## src/rtl/wb_cmd_initiator_pkg.sv

```systemverilog
// Shared definitions for the byte-command Wishbone initiator: FSM states,
// response status codes and CMD byte layout.
package wb_cmd_initiator_pkg;

  typedef enum logic [2:0] {
    ST_CMD   = 3'd0,
    ST_ADDR  = 3'd1,
    ST_WDATA = 3'd2,
    ST_BUS   = 3'd3,
    ST_RSTAT = 3'd4,
    ST_RDATA = 3'd5
  } state_e;

  localparam logic [7:0] ST_OK      = 8'h00;
  localparam logic [7:0] ST_TIMEOUT = 8'h01;
  localparam logic [7:0] ST_BADCMD  = 8'h02;

  localparam int CMD_WE_BIT = 7;

endpackage

```

## src/rtl/wb_cmd_tmo.sv

```systemverilog
// Ack-timeout counter: cleared while idle, counts every bus-wait cycle and
// flags expiry at all-ones (holds there until cleared).
module wb_cmd_tmo #(
  parameter int W = 8
) (
  input  logic clk,
  input  logic rst_n,
  input  logic clr_i,
  input  logic en_i,
  output logic expired_o
);

  logic [W-1:0] cnt_q;

  always_ff @(posedge clk or negedge rst_n) begin
    if (!rst_n) begin
      cnt_q <= '0;
    end else if (clr_i) begin
      cnt_q <= '0;
    end else if (en_i && !expired_o) begin
      cnt_q <= cnt_q + 1'b1;
    end
  end

  assign expired_o = &cnt_q;

endmodule

```

## src/rtl/wb_cmd_initiator.sv

```systemverilog
// Byte-stream to single 32-bit Wishbone cycle initiator with status/read-data response stream.
// Optional ack timeout enabled by defining WB_CMD_INITIATOR_TIMEOUT_EN.
module wb_cmd_initiator
  import wb_cmd_initiator_pkg::*;
#(
  parameter int TIMEOUT_W = 8,
  parameter int ADDR_W    = 8
) (
  input  logic              clk,
  input  logic              rst_n,
  input  logic [7:0]        in_data,
  input  logic              in_valid,
  output logic              in_ready,
  output logic [7:0]        out_data,
  output logic              out_valid,
  input  logic              out_ready,
  output logic [ADDR_W-1:0] wb_addr,
  output logic [31:0]       wb_wdata,
  input  logic [31:0]       wb_rdata,
  output logic              wb_we,
  output logic              wb_cyc,
  input  logic              wb_ack
);

  state_e            state_q;
  logic [1:0]        idx_q;
  logic [1:0]        idx_nx;
  logic              we_q;
  logic [ADDR_W-1:0] addr_q;
  logic [31:0]       wdata_q;
  logic [31:0]       rdata_q;
  logic              cyc_q;
  logic [7:0]        status_q;
  logic [7:0]        out_data_q;
  logic              out_valid_q;
  logic              in_hs;
  logic              out_hs;
  logic              tmo_expired;

  assign in_ready = rst_n & ((state_q == ST_CMD) | (state_q == ST_ADDR) | (state_q == ST_WDATA));
  assign in_hs    = in_valid & in_ready;
  assign out_hs   = out_valid_q & out_ready;
  assign idx_nx   = idx_q + 2'd1;

`ifdef WB_CMD_INITIATOR_TIMEOUT_EN
  wb_cmd_tmo #(
    .W(TIMEOUT_W)
  ) u_tmo (
    .clk      (clk),
    .rst_n    (rst_n),
    .clr_i    (state_q != ST_BUS),
    .en_i     (state_q == ST_BUS),
    .expired_o(tmo_expired)
  );
`else
  logic [TIMEOUT_W-1:0] tmo_unused;
  assign tmo_unused  = '0;
  assign tmo_expired = 1'b0;
`endif

  always_ff @(posedge clk or negedge rst_n) begin
    if (!rst_n) begin
      state_q     <= ST_CMD;
      idx_q       <= 2'd0;
      we_q        <= 1'b0;
      addr_q      <= '0;
      wdata_q     <= '0;
      rdata_q     <= '0;
      cyc_q       <= 1'b0;
      status_q    <= ST_OK;
      out_data_q  <= 8'h00;
      out_valid_q <= 1'b0;
    end else begin
      case (state_q)
        ST_CMD: begin
          if (in_hs) begin
            if (in_data[6:0] != 7'd0) begin
              status_q    <= ST_BADCMD;
              out_data_q  <= ST_BADCMD;
              out_valid_q <= 1'b1;
              state_q     <= ST_RSTAT;
            end else begin
              we_q    <= in_data[CMD_WE_BIT];
              state_q <= ST_ADDR;
            end
          end
        end
        ST_ADDR: begin
          if (in_hs) begin
            addr_q  <= ADDR_W'(in_data);
            idx_q   <= 2'd0;
            state_q <= we_q ? ST_WDATA : ST_BUS;
          end
        end
        ST_WDATA: begin
          if (in_hs) begin
            wdata_q[{idx_q, 3'b000} +: 8] <= in_data;
            idx_q <= idx_nx;
            if (idx_q == 2'd3) state_q <= ST_BUS;
          end
        end
        ST_BUS: begin
          // Ack is checked before expiry so a last-moment ack still reports OK.
          if (!cyc_q) begin
            cyc_q <= 1'b1;
          end else if (wb_ack) begin
            cyc_q       <= 1'b0;
            rdata_q     <= wb_rdata;
            status_q    <= ST_OK;
            out_data_q  <= ST_OK;
            out_valid_q <= 1'b1;
            state_q     <= ST_RSTAT;
          end else if (tmo_expired) begin
            cyc_q       <= 1'b0;
            status_q    <= ST_TIMEOUT;
            out_data_q  <= ST_TIMEOUT;
            out_valid_q <= 1'b1;
            state_q     <= ST_RSTAT;
          end
        end
        ST_RSTAT: begin
          if (out_hs) begin
            if (!we_q && status_q == ST_OK) begin
              out_data_q <= rdata_q[7:0];
              idx_q      <= 2'd0;
              state_q    <= ST_RDATA;
            end else begin
              out_valid_q <= 1'b0;
              state_q     <= ST_CMD;
            end
          end
        end
        ST_RDATA: begin
          if (out_hs) begin
            if (idx_q == 2'd3) begin
              out_valid_q <= 1'b0;
              state_q     <= ST_CMD;
            end else begin
              out_data_q <= rdata_q[{idx_nx, 3'b000} +: 8];
              idx_q      <= idx_nx;
            end
          end
        end
        default: state_q <= ST_CMD;
      endcase
    end
  end

  assign wb_cyc    = cyc_q;
  assign wb_we     = we_q;
  assign wb_addr   = addr_q;
  assign wb_wdata  = wdata_q;
  assign out_data  = out_data_q;
  assign out_valid = out_valid_q;

endmodule

```

## config.mk

```make
export PLATFORM = sky130hd
export DESIGN_NAME = wb_cmd_initiator
export DESIGN_NICKNAME = d
export VERILOG_FILES = /design/src/rtl/wb_cmd_initiator_pkg.sv /design/src/rtl/wb_cmd_tmo.sv /design/src/rtl/wb_cmd_initiator.sv
export SDC_FILE = /design/constraint.sdc
export NUM_CORES = 1
export LEC_CHECK = 0
export BUFFER_PORTS_ARGS = -buffer_cell sky130_fd_sc_hd__buf_2
export CAP_MARGIN = 20
export CORE_ASPECT_RATIO = 0.6
export CORE_MARGIN = 1.5
export CORE_UTILIZATION = 58
export CTS_BUF_LIST = sky130_fd_sc_hd__clkbuf_16
export DETAILED_ROUTE_END_ITERATION = 16
export PLACE_DENSITY = 0.85
export SLEW_MARGIN = 10
export SYNTH_ARGS = -nofsm -noshare
export SYNTH_HDL_FRONTEND = slang
export SYNTH_SLANG_ARGS = --single-unit
```

## constraint.sdc

```tcl
create_clock -name clk -period 4.79 [get_ports clk]
set_input_delay 0.958 -clock clk [delete_from_list [all_inputs] [get_ports clk]]
set_output_delay 0.958 -clock clk [all_outputs]
set_load 0.05 [all_outputs]
```

==> results of run 1 <==
[metal layers]
layer	track usage	part of all wire
met5	0	0
met4	0.0601	0.0085
met3	0.0795	0.080
met2	0.418	0.46
met1	0.384	0.45
[logic make-up (layout without fill, tap and decap cells)]
group           after synthesis  count (layout)  synth area share
simple gates                 75              75             0.104
fa+ha+maj                     6               6            0.0179
buf+inv                      59             151            0.0626
compound gates               77              77             0.121
flops                        89              89             0.531
mux                          61              61             0.164
[per-stage QoR]
step / setup slack [ns] / total power, uW
2_1_floorplan: 2.43 / 2390
3_3_place_gp: 2.05 / 2690
3_5_place_dp: 1.82 / 2740
4_1_cts: 1.76 / 3540
5_1_grt: 1.45 / 3710
6_report: 1.75 / 3530
[layout by cell type, fill, tap and decap left out, types with 3 or more instances in the layout]
master / n
mux2i_1: 8
a221oi_1: 7
buf_2: 95
ha_1: 6
inv_1: 39
o21ai_0: 42
nor2b_1: 3
bufinv_16: 3
o22ai_1: 7
buf_4: 3
clkbuf_16: 9
nand3_1: 35
a21oi_1: 7
mux2_2: 52
nand2_1: 6
and3_1: 6
nor3_1: 5
dfrtp_1: 89
nor2_1: 5
nand2b_1: 3
[power groups by stage]
stage | Sequential (uW) | Combinational, uW | Clock (uW)
3_3_place_gp | 1270 | 1410 | 0
4_1_cts | 1280 | 1460 | 800
5_1_grt | 1320 | 1570 | 829
2_1_floorplan | 1690 | 694 | 0
3_5_place_dp | 1290 | 1460 | 0
6_report | 1280 | 1460 | 792
[worst max-delay path: stages (launching register included)]
cell and delay, ns:
dfrtp_1 0.78, inv_1 0.39, ha_1 0.45, inv_1 0.19, nor3_1 0.79, nand3_1 0.20
o21ai_0 0.15
[state kept, by name, summed over array words and instances, names as in the netlist]
signal     flops
wb_we          1
wb_cyc         1
idx_q          2
rdata_q       32
state_q        3
out_valid      1
wb_wdata      32
out_data       8
status_q       1
wb_addr        8
[area by class of cell]
class                      count  share of cell area
clock buffer                   9              0.0449
clock inverter                 7              0.0222
inverter                      37              0.0277
multi-input combinational    219               0.340
sequential                    89               0.444
tap                           87              0.0217
timing repair buffer          98              0.0993
[worst max path at each step]
stage | from | end | slack, ns
4_1_cts | idx_q[0]$_DFFE_PN0P_ | wb_wdata[9]$_DFFE_PN0P_ | 1.76
6_report | idx_q[0]$_DFFE_PN0P_ | wb_wdata[9]$_DFFE_PN0P_ | 1.75
2_1_floorplan | rst_n | in_ready | 2.43
3_5_place_dp | idx_q[0]$_DFFE_PN0P_ | wb_wdata[8]$_DFFE_PN0P_ | 1.82
3_3_place_gp | idx_q[0]$_DFFE_PN0P_ | wb_wdata[15]$_DFFE_PN0P_ | 2.05
5_1_grt | idx_q[0]$_DFFE_PN0P_ | wb_wdata[9]$_DFFE_PN0P_ | 1.45
==> results.ini, run 1 <==
[layout]
fin_area_um2 = 5010
seqCellArea_um2 = 2230
stdcell_count = 546
nets = 505
area_delta_synth_final_pct = 19.5
antennaDiodeCount = 0
drive_gt1_frac = 0.388
multi_input_area_um2 = 1710
n_fill_cell = 457
utilization = 0.735

[sta]
period_share = 0.635
final_max_slew_viol_count = 0
rsz0062_at_grt = false
fmax_mhz = 329
setup-tns-final_ns = 0
final.setup_skew_ns = 0.00640
hold_viol = 0
setup_viol = 0
hold_slack_ns = 0.497
worstMarginPinSlew_ns = 0.961
relSlewSlack = 0.355
period_needed_ns = 3.04

[critical_path]
endpoint_kind = register
rrSetupSlack_ns = 1.75
worstPathArrival_ns = 3.29
path_max_fanout = 16
worstSetupStartpointType = register
critical_path_required_ns = 5.04
r2r_start = idx_q[0]$_DFFE_PN0P_
critical_path_class = register to register
r2r_cells = 6
r2r-end = wb_wdata[9]$_DFFE_PN0P_

[clock_network]
hold_buffers = 0
clock_sinks = 89
cts_buffer_depth = 2
root_buffer = clkbuf_16
clkLatencyLatePin_ns = 0.34
h-tree-depth = 3
tritoncts = yes
numCtsBuffers = 9
clkSlewWorstSetupHoldPaths_ns = 0.06
cts_setup_buffers = 0
post_cts_resized = 0

[floorplanning]
start_util = 0.615
core_um2 = 6820
die_area_um2 = 7770
die_y_um = 68.9
die_w_um = 113
ios = 97
rows = 23

[placed_design]
io_buffers = 96
place_congestion = 0.817
dp_cells = 530
place_area_um2 = 4680
hpwl_um = 6900

[grt]
grt_usage = 0.271
grt_overflow = 0
grt_pass1_wl_um = 15600
grt_pass1_vias = 3050
antenna_found_initial = 0
grt_max_degree = 76

[routing]
vias = 3151
wire_per_inst_um = 17.9
drt_pass1_iterations = 4
drtIter0Drc = 198
routed_wl_um = 9790
ant_nets = 0
viasPerCell = 5.77
drc = 0

[synth]
syn_area_per_cell_um2 = 11.4
synth_commonest_cells = 89 x dfrtp_1, 52 x mux2_2, 42 x o21ai_0, 37 x inv_1, 35 x nand3_1
synth_enable_flop_cells = 0
synthArstFlopShare = 1.00
synth.distinct_cells = 44
yosysTopAreaCellShare = 0.531
ys_seq_area_frac = 0.531
synthFlopType = dfrtp_1
synth_nets = 418
yosysMostFrequentCell = dfrtp_1
ys_top_cells_by_area = dfrtp_1 53%, mux2_2 14%, o21ai_0 5.0%
ys_ff_latch = 89
syn_inst = 367
yosys_warnings = 0
syn_area_um2 = 4200
synth_top_cell_by_area = dfrtp_1

[power]
switching_power_uw = 1500
p_per_area_nw_per_um2 = 705
cellInternalPower_uw = 2030
p_seq_frac = 0.362
switching_share = 0.425
comb_power_share = 0.413
p_clk_frac = 0.224
ir_drop_v = 0.000398
cellLeakagePower_uw = 0.00241

[worst_hold_path]
min_path_type = input pin to async pin

[job]
drv_cap = 0

[status]
status = completed

(Power assumes the default switching activity.)
==> inputs of run 2 (changes only) <==
--- a/config.mk
+++ b/config.mk
@@ -9,10 +9,10 @@
 export CAP_MARGIN = 20
 export CORE_ASPECT_RATIO = 0.6
 export CORE_MARGIN = 1.5
-export CORE_UTILIZATION = 58
+export CORE_UTILIZATION = 49
 export CTS_BUF_LIST = sky130_fd_sc_hd__clkbuf_16
 export DETAILED_ROUTE_END_ITERATION = 16
-export PLACE_DENSITY = 0.85
+export PLACE_DENSITY = 0.77
 export SLEW_MARGIN = 10
 export SYNTH_ARGS = -nofsm -noshare
 export SYNTH_HDL_FRONTEND = slang
==> constraint.sdc (replaced) <==
create_clock -name clk -period 2.6 [get_ports clk]
set_input_delay 0.52 -clock clk [delete_from_list [all_inputs] [get_ports clk]]
set_output_delay 0.52 -clock clk [all_outputs]
set_load 0.05 [all_outputs]
==> run 2 against run 1 <==
  * Setup slack worse by 1.3 ns
  * Combinational power is 93% higher
  * Sequential share of layout area is 0.45 points lower
==> results.ini, run 2 (same netlist as run 1, synthesis figures left out) <==
[layout]
antennaDiodeCount = 0  ; unchanged
area_delta_synth_final_pct = 20.8
drive_gt1_frac = 0.400  ; +0.0118
fin_area_um2 = 5070  ; +1.0%
final_common_cell = buf_2
layout_common_cells = 95 x buf_2, 89 x dfrtp_1, 52 x mux2_2, 42 x o21ai_0, 37 x inv_1
nets = 514  ; +1.8%

[sta]
final.setup_skew_ns = 0.00692  ; +0.000526 ns
relSlewSlack = 0.670  ; +0.315
finalWorstSetupSlack_ns = 0.468  ; -1.28 ns
fmax_mhz = 469
worstMarginPinSlew_ns = 0.495  ; -0.465 ns
period_needed_ns = 2.13
hold_slack_ns = 0.0945  ; -0.402 ns
final_max_slew_viol_count = 0  ; unchanged
hold_viol = 0  ; unchanged
rsz0062_at_grt = false
period_share = 0.820
setup_viol = 0  ; unchanged
setup-tns-final_ns = 0  ; unchanged

[grt]
grt_pass1_vias = 2997  ; -1.7%
grt_usage = 0.226  ; -0.0448
antenna_found_initial = 0  ; unchanged
grt_max_degree = 38  ; -50%
grt_pass1_wl_um = 15300  ; -2.0%
grt_overflow = 0  ; unchanged

[floorplanning]
core_um2 = 8070  ; +18%
die_area_um2 = 9140  ; +18%
die_y_um = 74.7  ; +8.4%
start_util = 0.520  ; -0.0953
rows = 25  ; +8.7%
ios = 97  ; unchanged
die_w_um = 122  ; +8.6%

[power]
cellLeakagePower_uw = 0.00241  ; +0.29%
power_uw = 6340  ; +79%
p_per_area_nw_per_um2 = 1250  ; +78%
ir_drop_v = 0.000566  ; +42%

[job]
drv_cap = 0  ; unchanged

[critical_path]
path_max_fanout = 14  ; -2
critical_path_required_ns = 2.08  ; -2.96 ns
slowest_stage = dfrtp_1
worstPathArrival_ns = 1.61  ; -1.68 ns
critical_path_class = register to output port
cp_cell_sequence = nand2_2 > and3_1 > buf_2
r2r_cells = 4  ; -2
endpoint_kind = output port
cpPeakStageDelay_ns = 0.64  ; -0.15 ns
worstSetupStartpointType = register

[clock_network]
cts_setup_buffers = 0  ; unchanged
cts_buffer_depth = 2  ; unchanged
post_cts_resized = 0  ; unchanged
hold_buffers = 0  ; unchanged
tritoncts = yes
clock_sinks = 89  ; unchanged
numCtsBuffers = 9  ; unchanged
clkLatencyLatePin_ns = 0.34  ; about the same
h-tree-depth = 3  ; unchanged
root_buffer = clkbuf_16
clkSlewWorstSetupHoldPaths_ns = 0.06  ; about the same

[status]
status = completed

[routing]
drt_pass1_iterations = 4  ; unchanged
ant_nets = 0  ; unchanged
vias = 3082  ; -2.2%
routed_wl_um = 9480  ; -3.2%
wire_per_inst_um = 16.5  ; -8.2%
viasPerCell = 5.35  ; -7.3%
drtIter0Drc = 132  ; -33%
drc = 0  ; unchanged

[placed_design]
place_congestion = 0.845  ; +3.4%
io_buffers = 96  ; unchanged
preCtsSetupSlack_ns = 0.548  ; -1.27 ns
hpwl_um = 7010  ; +1.6%
place_area_um2 = 4770  ; +2.0%

[worst_hold_path]
min_path_type = input pin to async pin

run 2: per-stage QoR:
step	std cells	utilization
after floorplan	367	-
final	576	0.628
after global placement	560	0.591
after global routing	576	0.628
after CTS	576	0.628
after detailed placement	560	0.591
run 2: where the power goes:
part / leakage (uW) / internal, uW / switching (uW)
registers: 0.00104 / 1910 / 352
clock network: 0.000133 / 740 / 524
logic: 0.00124 / 949 / 1870
run 2: area by class of cell:
type,instances,area [um2]
fill,644,3000
inverter,37,139
clock inverter,7,68.8
sequential,89,2230
tap,108,135
multi-input combinational,219,1710
clock buffer,9,225
timing repair buffer,107,566
run 2: layer usage:
metal  vias up  global-route usage  part of all wire
li1       1483                   -                 -
met1      1502               0.323              0.47
met2        90               0.333              0.45
met3         7              0.0750             0.073
met4         0              0.0620            0.0062
met5         -                   0                 0
run 2: critical path, delay by kind of cell (launching register included):
family / cells / cell delay, ns
and+or+nand+nor: 2 / 0.42
buffers and inverters: 1 / 0.21
DFF: 1 / 0.64
run 2: final timing paths:
kind | end | slack [ns] | start
setup / recovery | in_ready | 0.47 | state_q[0]$_DFFE_PN0P_
hold / removal | state_q[0]$_DFFE_PN0P_ | 0.09 | rst_n
setup reg to reg | rdata_q[15]$_DFFE_PN0P_ | 0.59 | state_q[0]$_DFFE_PN0P_
hold reg to reg | wb_addr[2]$_DFFE_PN0P_ | 0.50 | wb_addr[2]$_DFFE_PN0P_
max in group asynchronous | wb_addr[0]$_DFFE_PN0P_ | 1.72 | rst_n
min in group clk | rdata_q[28]$_DFFE_PN0P_ | 0.41 | wb_rdata[28]
==> inputs of run 3 (changes only) <==
--- a/config.mk
+++ b/config.mk
@@ -9,10 +9,10 @@
 export CAP_MARGIN = 20
 export CORE_ASPECT_RATIO = 0.6
 export CORE_MARGIN = 1.5
-export CORE_UTILIZATION = 49
+export CORE_UTILIZATION = 54
 export CTS_BUF_LIST = sky130_fd_sc_hd__clkbuf_16
 export DETAILED_ROUTE_END_ITERATION = 16
-export PLACE_DENSITY = 0.77
+export PLACE_DENSITY = 0.8
 export SLEW_MARGIN = 10
 export SYNTH_ARGS = -nofsm -noshare
 export SYNTH_HDL_FRONTEND = slang
==> constraint.sdc (replaced) <==
create_clock -name clk -period 2 [get_ports clk]
set_input_delay 0.4 -clock clk [delete_from_list [all_inputs] [get_ports clk]]
set_output_delay 0.4 -clock clk [all_outputs]
set_load 0.05 [all_outputs]
==> run 3 against run 2 <==
  * Global-route usage up 3.8 points
  * Non-clock buffer count rose by 11
  * Clock power is 39% higher
  * Critical endpoint unchanged
==> results.ini, run 3 (same netlist as run 1, synthesis figures left out) <==
[critical_path]
critical_path_class = register to output port
worstPathArrival_ns = 1.50  ; -0.11 ns
path_buf_inv = 3  ; +2
path_max_fanout = 10  ; -4
endpoint_kind = output port
rrSetupSlack_ns = 0.15  ; -0.44 ns
cp.depth = 4  ; +1
cp_cell_sequence = buf_4 > inv_1 > and3_1 > buf_2
slowest_stage = dfrtp_1
cp_top_family = buffers and inverters
r2r_cells = 6  ; +2
worstSetupStartpointType = register
cpPeakStageDelay_ns = 0.50  ; -0.14 ns
critical_path_required_ns = 1.60  ; -0.48 ns

[layout]
final_common_cell = buf_2
drive_gt1_frac = 0.411  ; +0.0117
area_delta_synth_final_pct = 23.4
layout_common_cells = 95 x buf_2, 88 x dfrtp_1, 52 x mux2_2, 42 x o21ai_0, 38 x inv_1
utilization = 0.701  ; +0.0730
antennaDiodeCount = 0  ; unchanged
stdcell_count = 583  ; +1.2%
nets = 525  ; +2.1%

[placed_design]
preCtsSetupSlack_ns = 0.142  ; -0.405 ns
dp_cells = 566  ; +1.1%
io_buffers = 96  ; unchanged
hpwl_um = 7240  ; +3.3%
place_congestion = 0.856  ; +1.4%

[sta]
finalWorstSetupSlack_ns = 0.0981  ; -0.370 ns
period_needed_ns = 1.90
period_share = 0.951
worstMarginPinSlew_ns = 0.901  ; +0.405 ns
setup_viol = 0  ; unchanged
rsz0062_at_grt = false
hold_slack_ns = 0.107  ; +0.0122 ns
hold_viol = 0  ; unchanged
setup-tns-final_ns = 0  ; unchanged
fmax_mhz = 526
final.setup_skew_ns = 0.00491  ; -0.00201 ns
final_max_slew_viol_count = 0  ; unchanged
relSlewSlack = 0.400  ; -0.270

[power]
p_per_area_nw_per_um2 = 1640  ; +31%
cellLeakagePower_uw = 0.00250  ; +3.4%
ir_drop_v = 0.000855  ; +51%

[clock_network]
clkLatencyLatePin_ns = 0.34  ; about the same
clkSlewWorstSetupHoldPaths_ns = 0.06  ; about the same
root_buffer = clkbuf_16
h-tree-depth = 3  ; unchanged
tritoncts = yes
numCtsBuffers = 9  ; unchanged
cts_buffer_depth = 2  ; unchanged
clock_sinks = 89  ; unchanged

[grt]
grt_pass1_vias = 3253  ; +8.5%
antenna_found_initial = 0  ; unchanged
grt_pass1_wl_um = 16500  ; +7.8%
grt_usage = 0.264  ; +0.0384
grt_max_degree = 74  ; +95%
grt_overflow = 0  ; unchanged

[routing]
ant_nets = 0  ; unchanged
routed_wl_um = 10000  ; +5.8%
wire_per_inst_um = 17.2  ; +4.6%
vias = 3199  ; +3.8%
viasPerCell = 5.49  ; +2.5%
drtIter0Drc = 198  ; +50%
drt_pass1_iterations = 4  ; unchanged
drc = 0  ; unchanged

[floorplanning]
die_w_um = 117  ; -4.6%
ios = 97  ; unchanged
start_util = 0.568  ; +0.0481
core_um2 = 7390  ; -8.5%
die_area_um2 = 8320  ; -9.0%
rows = 24  ; -4.0%
die_y_um = 71.3  ; -4.6%

[worst_hold_path]
min_path_type = input pin to async pin

[status]
status = completed

[job]
drv_cap = 0  ; unchanged

## run 3: worst paths after layout
check,startpoint,endpoint
min reg2reg,wb_addr[7]$_DFFE_PN0P_,wb_addr[7]$_DFFE_PN0P_
max,state_q[2]$_DFFE_PN0P_,in_ready
max in group asynchronous,rst_n,wb_wdata[1]$_DFFE_PN0P_
max reg2reg,idx_q[0]$_DFFE_PN0P_,out_data[1]$_DFFE_PN0P_
min in group clk,wb_rdata[13],rdata_q[13]$_DFFE_PN0P_
min,rst_n,wb_wdata[8]$_DFFE_PN0P_
## run 3: what timing repair did
item / 4_1_cts / 5_1_grt
buffers inserted: 0 / 0
hold buffers: 1 / 0
endpoints found under the hold margin: 1 / 0
resized for setup: 0 / 1
setup endpoints to repair: 0 / 1
## run 3: final cells by class
class                   instances  area (um2)
clock buffers                   9         225
multi-input cells             219        1710
fillers                       575        2210
flip-flops and latches         89        2230
well taps                     104         130
repair buffers                118         663
clock inverters                 7        85.1
inverters                      37         139
## run 3: report_power, final
part,switching [uW],internal [uW],total [uW]
Clock,667,1080,1750
Sequential,497,2480,2980
Combinational,2450,1290,3740
## run 3: metal layers
| metal | vias to the layer above | track usage | part of all wire |
|---|---|---|---|
| met5 | - | 0 | 0 |
| met4 | 0 | 0.0696 | 0.011 |
| met3 | 10 | 0.0778 | 0.080 |
| met2 | 119 | 0.389 | 0.45 |
| met1 | 1560 | 0.387 | 0.46 |
| li1 | 1510 | - | - |
## run 3: per-stage QoR
stage | power [uW] | instance area [um2]
5_1_grt | 8910 | 5180
3_3_place_gp | 6570 | 4850
3_5_place_dp | 6710 | 4850
2_1_floorplan | 5710 | 4200
4_1_cts | 8490 | 5170
6_report | 8470 | 5180
